[src/rtl/majority_pkg.sv]
`default_nettype none
// ============================================================================
// Module      : majority_pkg
// Description : Shared types, popcount helper and parameter legality check
//               for the N-way majority voter.
// Revision    : 1.0 - initial release
// ============================================================================
package majority_pkg;

    localparam int c_MAX_CH = 8;
    localparam int c_POP_W  = 4;

    typedef enum logic [1:0] {
        HEALTHY = 2'd0,
        SUSPECT = 2'd1,
        FAULTED = 2'd2
    } chan_state_t;

    // Channel vectors are zero-extended to c_MAX_CH before counting.
    function automatic logic [c_POP_W-1:0] pop_count(input logic [c_MAX_CH-1:0] v);
        logic [c_POP_W-1:0] n;
        n = '0;
        for (int i = 0; i < c_MAX_CH; i++) begin
            n = n + c_POP_W'(v[i]);
        end
        return n;
    endfunction

    function automatic bit params_legal(input int n_in, input int fault_limit);
        return (n_in % 2 == 1) && (n_in >= 3) && (n_in <= 7) &&
               (fault_limit >= 1) && (fault_limit <= 15);
    endfunction

endpackage
`default_nettype wire

[src/rtl/majority_chan_monitor.sv]
`default_nettype none
// ============================================================================
// Module      : majority_chan_monitor
// Description : Per-channel health FSM, consecutive-disagreement run counter
//               and saturating lifetime mismatch counter.
// Revision    : 1.0 - initial release
// ============================================================================
module majority_chan_monitor
    import majority_pkg::*;
#(
    parameter int FAULT_LIMIT = 4,
    parameter int CNT_W       = 8
) (
    input  logic             clk,
    input  logic             rst,
    input  logic             i_vote,
    input  logic             i_quorum,
    input  logic             i_mismatch,
    input  logic             i_mask_clr,
    output logic             o_fault,
    output logic             o_disagree,
    output logic [CNT_W-1:0] o_mis_cnt
);

    localparam int c_RUN_W = $clog2(FAULT_LIMIT + 1);
    localparam logic [c_RUN_W-1:0] c_LIMIT = c_RUN_W'(FAULT_LIMIT);

    chan_state_t        r_state;
    chan_state_t        w_state_nxt;
    logic [c_RUN_W-1:0] r_run;
    logic [c_RUN_W-1:0] w_run_nxt;
    logic [c_RUN_W-1:0] w_run_inc;
    logic               r_disagree;
    logic [CNT_W-1:0]   r_mis_cnt;
    logic               w_counted;
    logic               w_dis;
    logic               w_agree;

    // A vote only counts for this channel when quorum exists and it is unmasked.
    assign w_counted = i_vote & i_quorum & (r_state != FAULTED);
    assign w_dis     = w_counted & i_mismatch;
    assign w_agree   = w_counted & ~i_mismatch;
    assign w_run_inc = r_run + 1'b1;

    always_comb begin
        w_state_nxt = r_state;
        w_run_nxt   = r_run;
        case (r_state)
            HEALTHY, SUSPECT: begin
                if (w_dis) begin
                    w_run_nxt   = w_run_inc;
                    w_state_nxt = (w_run_inc == c_LIMIT) ? FAULTED : SUSPECT;
                end else if (w_agree) begin
                    w_run_nxt   = '0;
                    w_state_nxt = HEALTHY;
                end
            end
            FAULTED: begin
                w_state_nxt = FAULTED;
            end
            default: begin
                w_state_nxt = HEALTHY;
                w_run_nxt   = '0;
            end
        endcase
        if (i_mask_clr) begin
            w_state_nxt = HEALTHY;
            w_run_nxt   = '0;
        end
    end

    always_ff @(posedge clk) begin
        if (rst) begin
            r_state <= HEALTHY;
            r_run   <= '0;
        end else begin
            r_state <= w_state_nxt;
            r_run   <= w_run_nxt;
        end
    end

    // Disagree reflects the last vote; lifetime count survives mask_clr.
    always_ff @(posedge clk) begin
        if (rst) begin
            r_disagree <= 1'b0;
            r_mis_cnt  <= '0;
        end else begin
            if (i_vote) begin
                r_disagree <= w_dis;
            end
            if (w_dis && (r_mis_cnt != {CNT_W{1'b1}})) begin
                r_mis_cnt <= r_mis_cnt + 1'b1;
            end
        end
    end

    assign o_fault    = (r_state == FAULTED);
    assign o_disagree = r_disagree;
    assign o_mis_cnt  = r_mis_cnt;

endmodule
`default_nettype wire

[src/rtl/majority_voter.sv]
`default_nettype none
// ============================================================================
// Module      : majority_voter
// Description : Registered N-way bitwise majority voter with per-channel
//               fault isolation and quorum detection.
// Revision    : 1.0 - initial release
// ============================================================================
module majority_voter
    import majority_pkg::*;
#(
    parameter int N_IN        = 3,
    parameter int WIDTH       = 8,
    parameter int FAULT_LIMIT = 4,
    parameter int CNT_W       = 8
) (
    input  logic                    clk,
    input  logic                    rst,
    input  logic                    in_valid,
    input  logic [N_IN*WIDTH-1:0]   in_data,
    input  logic                    mask_clr,
    output logic                    out_valid,
    output logic [WIDTH-1:0]        out_data,
    output logic [N_IN-1:0]         disagree,
    output logic [N_IN-1:0]         fault,
    output logic [N_IN*CNT_W-1:0]   mis_cnt,
    output logic                    no_quorum
);

    if (!params_legal(N_IN, FAULT_LIMIT)) begin : g_param_check
        $error("majority_voter: N_IN must be odd 3..7 and FAULT_LIMIT 1..15");
    end

    logic [N_IN-1:0]      w_active;
    logic [c_MAX_CH-1:0]  w_active_ext;
    logic [c_POP_W-1:0]   w_act;
    logic                 w_quorum;
    logic [WIDTH-1:0]     w_vote;
    logic [N_IN-1:0]      w_mismatch;
    logic [N_IN-1:0]      w_fault;

    logic                 r_out_valid;
    logic [WIDTH-1:0]     r_out_data;
    logic                 r_no_quorum;

    assign w_active     = ~w_fault;
    assign w_active_ext = {{(c_MAX_CH-N_IN){1'b0}}, w_active};
    assign w_act        = pop_count(w_active_ext);
    assign w_quorum     = (w_act >= c_POP_W'(2));

    // Ties are only reachable with an even active set; they keep the old bit.
    for (genvar b = 0; b < WIDTH; b++) begin : g_bit
        logic [c_MAX_CH-1:0] w_col;
        logic [c_POP_W-1:0]  w_ones;
        always_comb begin
            w_col = '0;
            for (int i = 0; i < N_IN; i++) begin
                w_col[i] = in_data[i*WIDTH + b] & w_active[i];
            end
        end
        assign w_ones    = pop_count(w_col);
        assign w_vote[b] = ({w_ones, 1'b0} > {1'b0, w_act}) ? 1'b1 :
                           ({w_ones, 1'b0} < {1'b0, w_act}) ? 1'b0 :
                           r_out_data[b];
    end

    for (genvar i = 0; i < N_IN; i++) begin : g_chan
        assign w_mismatch[i] = (in_data[i*WIDTH +: WIDTH] != w_vote);

        majority_chan_monitor #(
            .FAULT_LIMIT (FAULT_LIMIT),
            .CNT_W       (CNT_W)
        ) u_mon (
            .clk        (clk),
            .rst        (rst),
            .i_vote     (in_valid),
            .i_quorum   (w_quorum),
            .i_mismatch (w_mismatch[i]),
            .i_mask_clr (mask_clr),
            .o_fault    (w_fault[i]),
            .o_disagree (disagree[i]),
            .o_mis_cnt  (mis_cnt[i*CNT_W +: CNT_W])
        );
    end

    always_ff @(posedge clk) begin
        if (rst) begin
            r_out_valid <= 1'b0;
            r_out_data  <= '0;
            r_no_quorum <= 1'b0;
        end else begin
            r_out_valid <= in_valid;
            if (in_valid) begin
                r_no_quorum <= ~w_quorum;
                if (w_quorum) begin
                    r_out_data <= w_vote;
                end
            end
        end
    end

    assign out_valid = r_out_valid;
    assign out_data  = r_out_data;
    assign fault     = w_fault;
    assign no_quorum = r_no_quorum;

endmodule
`default_nettype wire
[config.mk]
export PLATFORM = sky130hd
export DESIGN_NAME = majority_voter
export DESIGN_NICKNAME = d
export VERILOG_FILES = /design/src/rtl/majority_pkg.sv /design/src/rtl/majority_chan_monitor.sv /design/src/rtl/majority_voter.sv
export SDC_FILE = /design/constraint.sdc
export NUM_CORES = 1
export LEC_CHECK = 0
export ABC_AREA = 0
export BUFFER_PORTS_ARGS = -buffer_cell sky130_fd_sc_hd__buf_4
export CAP_MARGIN = 10
export CELL_PAD_IN_SITES_DETAIL_PLACEMENT = 0
export CELL_PAD_IN_SITES_GLOBAL_PLACEMENT = 1
export CORE_MARGIN = 2
export CORE_UTILIZATION = 35
export DETAILED_ROUTE_END_ITERATION = 8
export GPL_TIMING_DRIVEN = 0
export PLACE_DENSITY = 0.75
export SYNTH_ARGS = -nofsm -noshare
export SYNTH_HDL_FRONTEND = slang
export SYNTH_SLANG_ARGS = --single-unit
[constraint.sdc]
create_clock -name clk -period 4.12 [get_ports clk]
set_input_delay 0.824 -clock clk [delete_from_list [all_inputs] [get_ports clk]]
set_output_delay 0.824 -clock clk [all_outputs]
set_load 0.02 [all_outputs]
-- Word-level counts from Yosys, hierarchy flattened
Index checks and enable logic that the tools add are counted.
- register bits: 52
- word-level logic and storage cells: 170
- add/sub/neg operators: 24
- magnitude comparators: 17
- equality and inequality tests: 21
- mux-type cells: 37
- bitwise logic cells: 42
- reductions and logical operators: 14
- operators with widths (cell ; number):
    AND 1 bit ; 34
    greater-than comparator 4 x 3 -> 1 bit ; 8
    < comparator 4 x 3 -> 1 bit ; 8
    adder 2 x 1 -> 3 bit ; 9
    adder 8 x 1 -> 8 bit, second input constant ; 3
    != test 8 bit ; 3
    != test 8 bit, second input constant ; 3
    adder 1 x 1 -> 2 bit ; 9
    2-to-1 mux 2 bit ; 9
    2-to-1 mux 3 bit ; 6
    case mux 3 bit (2 select lines) ; 3
    2-to-1 mux 1 bit ; 16
    case mux 2 bit (2 select lines) ; 3
    adder 3 x 1 -> 3 bit, second input constant ; 3
    equality test 3 bit, second input constant ; 3
    != test 3 x 1 -> 1 bit, second input constant ; 3
    AND reduction 2 bit ; 4
    OR reduction 2 bit ; 4
    NOT 1 bit ; 7
    equality test 2 x 1 -> 1 bit, second input constant ; 3
    equality test 2 bit, second input constant ; 3
    zero test 2 bit ; 3
    != test 2 bit, second input constant ; 3
    >= comparator 3 x 2 -> 1 bit, second input constant ; 1
    other kinds (2) ; 4

-- Longest topological paths before layout
- word-level depth: 14
- mapped depth: 13
- mapped depth without buffers: 11

-- Cells and area by module
A second synthesis with hierarchy kept.
- cells, all modules: 380
- area, all modules: 3407.0 um^2
- modules (own cells, without submodules) (module ; times used ; cells each ; area an instance (um^2) ; seq. area each (um^2)):
    majority_chan_monitor ; 3 ; 84 ; 728.2 ; 280.3
    majority_voter ; 1 ; 128 ; 1222.4 ; 200.2

-- Least setup slack after synthesis
OpenSTA, ideal clock, no wires.
- path kind: in2reg
- start point: input in_data[0]
- end point: register g_chan[2].u_mon.r_mis_cnt[7]
- setup time: 121 ps
- arrival time: 3494 ps
- slack: 504 ps
- stages on the path: 10
- cell sequence: and2_1 fa_1 ha_1 a211oi_1 o21ai_0 nand4_2 nor4_4 a311oi_4 and4_4 mux2_4
- word-level cells in the longest chain between the ends: 9
- elaborated cells between the ends (all ways): 10
- classes of those cells: add/sub (2); order compare (2); eq/ne (1); mux (2); bitwise (2); reduce/logical (1)
- ends and longest elaborated chain (element ; line ; RTL):
    start: declaration ; majority_voter.sv:19 ; input logic [N_IN*WIDTH-1:0] in_data,
    AND 1 bit * ; majority_voter.sv:57 ; w_col[i] = in_data[i*WIDTH + b] & w_active[i];
    adder 1 x 1 -> 2 bit * ; majority_pkg.sv:24 ; n = n + c_POP_W'(v[i]);
    adder 2 x 1 -> 3 bit * ; majority_pkg.sv:24 ;
    < comparator 4 x 3 -> 1 bit ; majority_voter.sv:62 ; ({w_ones, 1'b0} < {1'b0, w_act}) ? 1'b0 :
    2-to-1 mux 1 bit ; majority_voter.sv:62 ;
    2-to-1 mux 1 bit * ; majority_voter.sv:61 ; assign w_vote[b] = ({w_ones, 1'b0} > {1'b0, w_act}) ? 1'b1 :
    != test 8 bit * ; majority_voter.sv:67 ; assign w_mismatch[i] = (in_data[i*WIDTH +: WIDTH] != w_vote);
    AND 1 bit * ; majority_chan_monitor.sv:41 ; assign w_dis = w_counted & i_mismatch;
    logical AND 1 bit * ; majority_chan_monitor.sv:91 ; if (w_dis && (r_mis_cnt != {CNT_W{1'b1}})) begin
    end signal: assignment ; majority_chan_monitor.sv:92 ; r_mis_cnt <= r_mis_cnt + 1'b1;
    end: declaration ; majority_chan_monitor.sv:34 ; logic [CNT_W-1:0] r_mis_cnt;
Every way passes the cells marked *; elsewhere a longest branch is shown, timed or not.
A chain may end at the register's enable or synchronous reset.

-- Worst setup path after layout
- start point: register g_chan[0].u_mon.r_state[1]
- end point: register g_chan[2].u_mon.r_mis_cnt[7]
- word-level cells in the longest chain between the ends: 11
- elaborated cells between the ends (all ways): 66
- classes of those cells: add/sub (18); order compare (17); eq/ne (2); mux (16); bitwise (12); reduce/logical (1)
- ends and longest elaborated chain (element ; line ; RTL):
    start: declaration ; majority_chan_monitor.sv:28 ; chan_state_t r_state;
    start signal: assignment ; majority_chan_monitor.sv:77 ; r_state <= w_state_nxt;
    equality test 2 bit * ; majority_chan_monitor.sv:97 ; assign o_fault = (r_state == FAULTED);
    via g_chan[0].u_mon.o_fault ; majority_chan_monitor.sv:20 ; output logic o_fault,
    NOT 3 bit * ; majority_voter.sv:45 ; assign w_active = ~w_fault;
    AND 1 bit ; majority_voter.sv:57 ;
    adder 1 x 1 -> 2 bit ; majority_pkg.sv:24 ;
    adder 2 x 1 -> 3 bit ; majority_pkg.sv:24 ;
    < comparator 4 x 3 -> 1 bit ; majority_voter.sv:62 ;
    2-to-1 mux 1 bit ; majority_voter.sv:62 ;
    2-to-1 mux 1 bit ; majority_voter.sv:61 ;
    != test 8 bit ; majority_voter.sv:67 ;
    AND 1 bit * ; majority_chan_monitor.sv:41 ;
    logical AND 1 bit * ; majority_chan_monitor.sv:91 ;
The timed path passes the listed nets; every way through them passes the cells marked *.

==> flow_summary.ini <==
[outcome]
status = finished, final reports clean

[finish]
multi_input_area_sq_um = 2390
syn_to_final_growth_pct = 22.3
final_cell_mix = 72 x buf_4, 52 x dfxtp_1, 45 x nor2_1
final_nets = 536
nFillCells = 1010
diodes = 0
fin_cells = 616
final_common_cell = buf_4
seq_area_sq_um = 1040
fin_util = 0.443
layout-drive-gt1-share = 0.246

[floorplan]
ios = 68
die_x_microns = 105
start_util = 0.362
rows = 36
die_height_microns = 105
core_area_sq_um = 9820
die_area_sq_um = 11000

[grt]
grtUsageTotal = 0.165
antenna_found_initial = 0
grt_pass1_wl_mm = 14.9
overflow = 0
grt_max_degree = 18
grt_pass1_vias = 3043

[power]
p_int_mw = 0.811
swShare = 0.292
clkPwrFrac = 0.323
p_sw_mw = 0.335
finalPower_mw = 1.15
ir_drop_mv = 0.147
p_leak_nw = 1.83
power.density_nw_per_um2 = 263
combPwrFrac = 0.207
seqPwrFrac = 0.469

[drt]
num_vias = 3186
ant_nets = 0
routed_wl_mm = 8.94
drtIter0Drc = 158
wire_per_inst_microns = 14.5
vias_per_cell = 5.17
drcViolationCount = 0
drtPass1Iterations = 4

[place]
io_buffers = 66
post-dp-hpwl_mm = 6.83
gp_congestion = 0.800
dp.cells = 608

[timing]
rsz0062_at_grt = no
setup-violations-final = 0
skew_ns = 0.0154
setup_tns_ns = 0
worstMarginPinSlew_ns = 0.937
final_hold_viol_count = 0
period_needed_ns = 3.79
post-route-period-util = 0.919
slew_headroom = 0.373
timing.fmax_ghz = 0.264
drv_slew = 0

[setup_path]
crit_fanout = 11
cp-end-kind = register
critPathKind = register to register
cp.required_ns = 4.34
critPathLaunchType = register
cp.arrival_ns = 4.01

[synth]
ys_ff_latch = 52
ys_warn_count = 0
synth_edf_count = 0
synth_cell_types = 50
synth.cell_area_sq_um = 3560
ys.flop_type = dfxtp_1
postSynthCellCount = 409
syn-num-nets = 463
synthTopCellsByArea = dfxtp_1 29%, ha_1 6.0%, fa_1 5.1%, nor2_1 4.7%, and2_1 4.6%
synth_sequential_area_ratio = 0.293
synth_top_area_share = 0.293
avgSynthCellArea_sq_um = 8.70
synth_top_area_cell = dfxtp_1
synthArstFlopShare = 0

[clocking]
cts_buffers = 5
path_clk_slew_ns = 0.11
tritoncts = yes
cts_buffer_depth = 2
clk_latency_ns = 0.32
cts_max_level = 2
cts_setup_buffers = 0
ctsRootBufferMaster = clkbuf_8
clock_sinks = 52

[min_path]
hp-class = register to register

[job]
max_cap_viol_count = 0
## worst max-delay path: stages (launching register included)
cell	delay [ns]
dfxtp_1	0.36
nand2b_1	0.11
clkbuf_2	0.26
inv_1	0.12
fa_2	0.55
ha_1	0.39
and4bb_1	0.25
or3_1	0.33
nand4_2	0.12
nor4_4	0.09
a311oi_4	0.50
and4_4	0.31
mux2_4	0.29
## area by class of cell
type	count	area share
multi-input combinational	331	0.550
sequential	52	0.239
timing repair buffer	66	0.114
tap	133	0.0382
buffer	21	0.0279
clock buffer	5	0.0158
clock inverter	3	0.0106
inverter	5	0.00431
## power by group through the flow
stage | clock (mW) | combinational [mW] | sequential, mW
floorplan | 0 | 0.142 | 0.560
global placement | 0 | 0.232 | 0.548
detailed placement | 0 | 0.237 | 0.549
CTS | 0.381 | 0.239 | 0.538
global route | 0.401 | 0.265 | 0.541
finish | 0.371 | 0.238 | 0.538
## repair_timing
| item | 4_1_cts | 5_1_grt |
|---|---|---|
| setup endpoints to repair | 27 | 19 |
| hold buffers | 0 | 0 |
| pin swaps | 1 | 1 |
| gates resized for setup | 4 | 2 |
| gates cloned | 0 | 0 |
## kinds of logic (layout without fill, tap and decap cells)
kind of cell / Yosys count / in the layout / share of synthesized area
compound gates: 83 / 83 / 0.153
xor+xnor: 13 / 13 / 0.0320
fa+ha+maj: 26 / 26 / 0.110
buf+inv: 26 / 100 / 0.0383
flops: 52 / 52 / 0.293
mux: 13 / 13 / 0.0408
simple gates: 196 / 196 / 0.333
## layer usage
layer | track usage | wire, microns | part of all wire
met5 | 0 | 0 | 0
met4 | 0.0324 | 91 | 0.010
met3 | 0.0274 | 332 | 0.037
met2 | 0.285 | 4400 | 0.49
met1 | 0.216 | 4120 | 0.46
## synth_stat cells, types with 6 or more instances
cell	number
a211oi_2	7
a21oi_1	25
and2_1	26
and3_1	9
buf_4	6
clkbuf_1	12
dfxtp_1	52
fa_1	9
ha_1	17
nand2_1	23
nand2b_1	11
nand4_1	10
nor2_1	45
nor2b_1	11
nor3_1	9
o21ai_0	32
or3_1	22
xor2_1	9
## sequential cells by signal, summed over array words and instances, names as in the netlist
name	cells
no_quorum	1
g_chan.u_mon.r_state	6
out_valid	1
g_chan.u_mon.r_run	9
out_data	8
g_chan.u_mon.o_mis_cnt	24
g_chan.u_mon.o_disagree	3
## worst paths after layout
kind / from / slack, ns / to / cells past startpoint
worst max-delay path: g_chan[0].u_mon.r_state[1] / 0.33 / g_chan[2].u_mon.o_mis_cnt[7] / 12
worst min-delay path: g_chan[1].u_mon.o_disagree / 0.47 / g_chan[1].u_mon.o_disagree / 2
worst max register to register: g_chan[0].u_mon.r_state[1] / 0.33 / g_chan[2].u_mon.o_mis_cnt[7] / 12
worst min register to register: g_chan[1].u_mon.o_disagree / 0.47 / g_chan[1].u_mon.o_disagree / 2
## through the flow
stage	instance area (sq um)	setup slack [ns]	hold WS (ns)
after global placement	4220	-0.330	0.442
after global routing	4350	0.0801	0.511
final	4350	0.332	0.475
after floorplan	3560	0.504	0.437
after detailed placement	4220	-0.304	0.447
after CTS	4340	0.111	0.476
(Power assumes the default switching activity.)
